$ cat src/rtl/uart_tx_ctrl_pkg.sv
// Shared definitions for the UART transmit frame sequencer: FSM state encoding
// and parity type constants.
package uart_tx_ctrl_pkg;

  typedef enum logic [2:0] {
    IDLE   = 3'd0,
    START  = 3'd1,
    DATA   = 3'd2,
    PARITY = 3'd3,
    STOP   = 3'd4
  } tx_state_e;

  localparam logic EVEN = 1'b0;
  localparam logic ODD  = 1'b1;

endpackage

$ cat src/rtl/uart_tx_ctrl_parity_calc.sv
// Combinational parity generator for one frame payload; odd parity inverts the
// plain XOR of the data bits.
module uart_tx_ctrl_parity_calc
  import uart_tx_ctrl_pkg::*;
#(
  parameter int unsigned DATA_WIDTH = 8
) (
  input  logic [DATA_WIDTH-1:0] data,
  input  logic                  PAR_TYP,
  output logic                  par_bit
);

  logic data_xor;

  assign data_xor = ^data;

  always_comb begin
    par_bit = data_xor;
    unique case (PAR_TYP)
      EVEN:    par_bit = data_xor;
      ODD:     par_bit = ~data_xor;
      default: par_bit = data_xor;
    endcase
  end

endmodule

$ cat src/rtl/uart_tx_ctrl.sv
// UART transmit frame sequencer: holds the byte for the external serializer and
// muxes start/data/parity/stop onto TX_OUT. Define UART_TX_TWO_STOP_EN for two stop bits.
module uart_tx_ctrl
  import uart_tx_ctrl_pkg::*;
#(
  parameter int unsigned DATA_WIDTH = 8
) (
  input  logic                  CLK,
  input  logic                  RST,
  input  logic [DATA_WIDTH-1:0] P_DATA,
  input  logic                  Data_Valid,
  input  logic                  PAR_EN,
  input  logic                  PAR_TYP,
  input  logic                  ser_done,
  input  logic                  ser_data,
  output logic                  ser_en,
  output logic [DATA_WIDTH-1:0] ser_pdata,
  output logic                  TX_OUT,
  output logic                  Busy
);

  tx_state_e             state_q, state_d;
  logic [DATA_WIDTH-1:0] pdata_q;
  logic                  par_bit_q;
  logic                  par_en_q;
  logic                  par_bit_calc;
  logic                  accept;

`ifdef UART_TX_TWO_STOP_EN
  logic                  stop_cnt_q, stop_cnt_d;
`endif

  uart_tx_ctrl_parity_calc #(
    .DATA_WIDTH (DATA_WIDTH)
  ) u_parity_calc (
    .data    (P_DATA),
    .PAR_TYP (PAR_TYP),
    .par_bit (par_bit_calc)
  );

  // Requests outside IDLE are dropped, not queued.
  assign accept    = Data_Valid && (state_q == IDLE);
  assign ser_pdata = pdata_q;
  assign Busy      = (state_q != IDLE);

  always_ff @(posedge CLK or negedge RST) begin
    if (!RST) begin
      state_q   <= IDLE;
      pdata_q   <= '0;
      par_bit_q <= 1'b0;
      par_en_q  <= 1'b0;
    end else begin
      state_q <= state_d;
      if (accept) begin
        pdata_q   <= P_DATA;
        par_bit_q <= par_bit_calc;
        par_en_q  <= PAR_EN;
      end
    end
  end

`ifdef UART_TX_TWO_STOP_EN
  always_ff @(posedge CLK or negedge RST) begin
    if (!RST) begin
      stop_cnt_q <= 1'b0;
    end else begin
      stop_cnt_q <= stop_cnt_d;
    end
  end
`endif

  always_comb begin
    state_d = state_q;
    ser_en  = 1'b0;
    TX_OUT  = 1'b1;
`ifdef UART_TX_TWO_STOP_EN
    stop_cnt_d = stop_cnt_q;
`endif
    unique case (state_q)
      IDLE: begin
        if (Data_Valid) begin
          state_d = START;
        end
      end
      START: begin
        TX_OUT  = 1'b0;
        ser_en  = 1'b1;
        state_d = DATA;
      end
      DATA: begin
        // Dropping ser_en in the done cycle clears the serializer counter.
        TX_OUT = ser_data;
        ser_en = !ser_done;
        if (ser_done) begin
          state_d = par_en_q ? PARITY : STOP;
        end
      end
      PARITY: begin
        TX_OUT  = par_bit_q;
        state_d = STOP;
      end
      STOP: begin
`ifdef UART_TX_TWO_STOP_EN
        if (stop_cnt_q) begin
          stop_cnt_d = 1'b0;
          state_d    = IDLE;
        end else begin
          stop_cnt_d = 1'b1;
        end
`else
        state_d = IDLE;
`endif
      end
      default: begin
        state_d = IDLE;
      end
    endcase
  end

endmodule

$ cat config.mk
export PLATFORM = sky130hd
export DESIGN_NAME = uart_tx_ctrl
export DESIGN_NICKNAME = d
export VERILOG_FILES = /design/src/rtl/uart_tx_ctrl_pkg.sv /design/src/rtl/uart_tx_ctrl_parity_calc.sv /design/src/rtl/uart_tx_ctrl.sv
export SDC_FILE = /design/constraint.sdc
export NUM_CORES = 1
export LEC_CHECK = 0
export CAP_MARGIN = 20
export CELL_PAD_IN_SITES_DETAIL_PLACEMENT = 1
export CELL_PAD_IN_SITES_GLOBAL_PLACEMENT = 1
export CORE_MARGIN = 5
export CORE_UTILIZATION = 35
export DETAILED_ROUTE_END_ITERATION = 10
export DONT_BUFFER_PORTS = 1
export PLACE_DENSITY_LB_ADDON = 0.2
export SLEW_MARGIN = 20
export SYNTH_ARGS = -nofsm -noshare
export SYNTH_HDL_FRONTEND = slang
export SYNTH_SLANG_ARGS = --single-unit
$ cat constraint.sdc
create_clock -name CLK -period 2 [get_ports CLK]
set_input_delay 0.3 -clock CLK [delete_from_list [all_inputs] [get_ports CLK]]
set_output_delay 0.3 -clock CLK [all_outputs]
set_load 0.1 [all_outputs]
* Yosys cells after proc, flatten, opt, wreduce, memory -nomap -nowiden
Cells that the tools add are included.
** Word-level totals
- Register bits :: 13
- Output and inout bits :: 11
- Bits of input ports :: 15
- Word-level logic and storage cells :: 24
** Cells by class
- Bitwise gates (word level) :: 2
- Eq/ne operators :: 5
- Multiplexer cells :: 7
- Reduce and logical (&&, ||, !) cells :: 6
** Operators by type and width (number)
- $pmux W3 S4 :: 1
- $mux W3 :: 3
- $reduce_xor A8 Y1 :: 1
- $eq A3 B2 Y1 const B :: 2
- $ne A2 B2 Y1 const B :: 2
- $pmux W1 S2 :: 2
- $eq A3 B1 Y1 const B :: 1
- $logic_not A3 Y1 :: 1
- $pmux W1 S3 :: 1
- $reduce_bool A3 Y1 :: 1
- $not A1 Y1 :: 2
- $reduce_and A2 Y1 :: 1
- $logic_and A1 B1 Y1 :: 1
- $logic_not A1 Y1 :: 1

* Depth between registers and ports, before layout
- Depth in word-level cells :: 3
- Depth in mapped cells :: 5
- Gate-level depth less buffers :: 4

* Cells and area by module
From an unflattened synthesis, not the netlist that was laid out.
** Unflattened totals
- Cell total of the unflattened synthesis :: 47
- Area, all modules :: 659.4 um2
** By module, submodules not included
- uart_tx_ctrl :: cells each 40, times used 1, area each 576.8 um2, seq. area each 325.3 um2
- uart_tx_ctrl_parity_calc :: cells each 7, times used 1, area each 82.6 um2, seq. area each 0.0 um2

* Worst setup path after synthesis
Ideal clock, no wire load.
- Path kind :: register -> output
- Start :: register state_q[1]
- End :: output port ser_en
- Path buffers :: 0
- Cell stages (with the launch flop) :: 4
- Required time :: 1700 ps
- Path slack :: -704 ps
- Arrival time :: 2404 ps
- Path through :: dfrtp_1 -> inv_1 -> or3_2 -> a21oi_1
** On the way
- Cells in the longest elaborated chain, start to end :: 2
- Elaborated cells on any way between the ends :: 3
- Classes of those cells :: 2 x eq/ne; 1 x mux
** RTL lines
- from (decl) :: RTL line uart_tx_ctrl.sv:22 : tx_state_e state_q, state_d;
- from (signal assigned) :: RTL line uart_tx_ctrl.sv:53 : state_q <= state_d;
- $eq A3 B2 Y1 or $eq A3 B1 Y1 (tied branches) :: RTL line uart_tx_ctrl.sv:79 : unique case (state_q)
- $pmux W1 S2 * :: RTL line uart_tx_ctrl.sv:79
- to (decl) :: RTL line uart_tx_ctrl.sv:16 : output logic ser_en,
Every way passes the cells marked *; elsewhere a longest branch is shown, timed or not.

* Worst setup path in the final report
- Start :: register state_q[0]
- End :: output port ser_en
The elaborated chain is that of the path after synthesis.

==> run_results.csv <==
group,metric,value,unit
logic_synthesis,synth_cells,50,
worst_setup_path,crit_type,"reg2out",
clock_network,cts_tree,"done",
timing,rsz0062_at_grt,"no",
drt,wirelength,1290,µm
final_layout,finalNetCount,74,
placement,gp_congestion,0.748,
drt,routed_via_density,4.93,
worst_setup_path,reg2reg_depth,4,
clock_network,clock-sinks,13,
logic_synthesis,synth_top_area_cell,"dfrtp_1",
timing,period_share,96.5,%
floorplan,initial_core_util,37.7,%
floorplan,num_rows,15,
placement,port_buffers,0,
grt,grt_pass1_vias,473,
worst_setup_path,crit_required,1.70,ns
drt,dr.first_iter.drc_count,1,
clock_network,insertion_delay,0.27,ns
grt,grt-ovfl-total,0,
worst_setup_path,endpoint_kind,"output pin",
placement,dp.final_hpwl,1040,µm
logic_synthesis,synth_cell_types,19,
logic_synthesis,synth_area_leaders,"dfrtp_1, mux2_4, xnor2_1",
final_layout,syn_to_final_growth,15.1,%
logic_synthesis,synth_area,672,µm²
worst_setup_path,r2r_start,"state_q[1]",
final_layout,n_fill_cell,189,
drt,wl_per_cell,15.6,µm
clock_network,htree_num_levels,1,
floorplan,dieArea,2900,µm²
logic_synthesis,avgSynthCellArea,13.4,µm²
timing,clock_skew,0.00217,ns
grt,grt_first_pass_wirelength,2060,µm
floorplan,fp.dieW,53.8,µm
floorplan,coreArea,1780,µm²
final_layout,diodes,0,
drt,drtAntennaViolNets,0,
status,status,"finished clean",
drt,dr.pass1.iters,2,
drt,drc,0,
clock_network,clock_path_buffers,2,
timing,setup_violations,0,
timing,hold_ws,0.148,ns
logic_synthesis,synth_fp_nets,65,
grt,track_usage,10.1,%
worst_hold_path,hold_class,"in2reg",
drt,vias,409,
worst_setup_path,timing.rr.end,"ser_pdata[5]",
timing,worst-slew-pin-transition,0.919,ns
timing,setup_tns,0,ns
logic_synthesis,yosysWarningCount,0,
job,cap_violations,0,
timing,drv_slew,0,
clock_network,numCtsBuffers,3,
timing,fmax,0.518,GHz
timing,max_slew_margin,38.7,%
timing,hold_viol_final,0,
worst_setup_path,endpoint,"ser_en",
worst_setup_path,critPathLaunch,"state_q[0]",
worst_setup_path,start_kind,"flop",
worst_setup_path,r2r_setup_slack,0.26,ns
worst_setup_path,arrival,1.63,ns
floorplan,dieHeight,53.8,µm
grt,antenna_found_initial,0,
grt,grt_max_degree,14,
logic_synthesis,yosys.area.top_type_share,48.4,%
logic_synthesis,seq_area_frac_synth,48.4,%
final_layout,final_util,43.4,%
final_layout,layout-drive-gt1-share,36.2,%
logic_synthesis,synth-seq-cells,13,
worst_setup_path,cp_max_fo,8,
clock_network,cts_root_buffer,"clkbuf_4",
floorplan,num_io_pins,26,
clock_network,clk_pin_slew,0.08,ns
timing,period_needed,1.93,ns
-- worst min-delay path by stage --
stage,end,start,depth (start not counted)
global route,ser_pdata[3],P_DATA[3],1
floorplan,par_bit_q,RST,0
finish,par_en_q,PAR_EN,2
CTS,par_en_q,PAR_EN,2
global placement,ser_pdata[4],RST,0
detailed placement,ser_pdata[4],RST,0
-- critical path, cell delays in order, from the launching register on --
cell	delay [ns]
dfrtp_1	0.46
or3_2	0.53
a21oi_4	0.18
buf_12	0.19
-- registers in the layout, indices dropped and copies added, names as in the netlist --
name and flops:
par_bit_q 1, ser_pdata 8, state_q 3, par_en_q 1
-- cells in the mapped netlist --
library cell	instances
a211o_2	1
a21oi_1	4
a311o_1	1
buf_12	1
dfrtp_1	13
inv_1	4
mux2_2	1
mux2_4	8
nand2_1	2
nand3_1	1
nor2_4	1
nor3_1	1
nor3b_1	1
o21ai_0	2
or3_2	1
or3_4	1
xnor2_1	5
xnor3_1	1
xor2_1	1
-- per-stage QoR --
step	worst slack [ns]	cells	instance area, µm²
3_3_place_gp	0.344	77	729
5_1_grt	0.0207	83	773
3_5_place_dp	0.268	77	729
2_1_floorplan	0.170	50	683
4_1_cts	0.0606	83	773
6_report	0.0707	83	773
-- layout make-up --
| type | instances | area (µm²) | share of cell area (%) |
|---|---|---|---|
| sequential | 13 | 325 | 42.1 |
| multi-input combinational | 32 | 323 | 41.7 |
| timing repair buffer | 5 | 52.6 | 6.80 |
| tap | 25 | 31.3 | 4.05 |
| clock buffer | 4 | 26.3 | 3.40 |
| inverter | 4 | 15.0 | 1.94 |
-- logic make-up after synthesis --
family | synth area share, %
buffers and inverters | 5.21
and+or+nand+nor | 8.19
DFF | 48.4
xor gates and xnor gates | 11.2
AOI/OAI and AO/OA | 7.45
muxes | 19.6
-- repair_timing --
item                                    CTS  global route
hold buffers                              1             0
resized for setup                         0             0
endpoints found under the hold margin    13             0
endpoints found under the setup margin    1             0
buffers inserted                          1             0
-- routing by layer --
layer  GRT usage (%)  vias to the layer above  part of all wire [%]
li1                -                      187                     -
met1            10.0                      205                    39
met2            18.1                       15                    52
met3            3.88                        2                   8.4
met4            5.11                        0                   1.1
met5               0                        -                     0
-- cells in the final DEF, fill, tap and decap left out, types with 2 or more instances in the layout --
master,count
a21oi_1,3
buf_4,3
clkbuf_4,3
dfrtp_1,13
inv_1,4
mux2_4,8
nand2_1,2
o21ai_0,2
xnor2_1,5
Power is not shown: default switching activity piles up to over one toggle a cycle in this logic, so the estimate is an artifact.
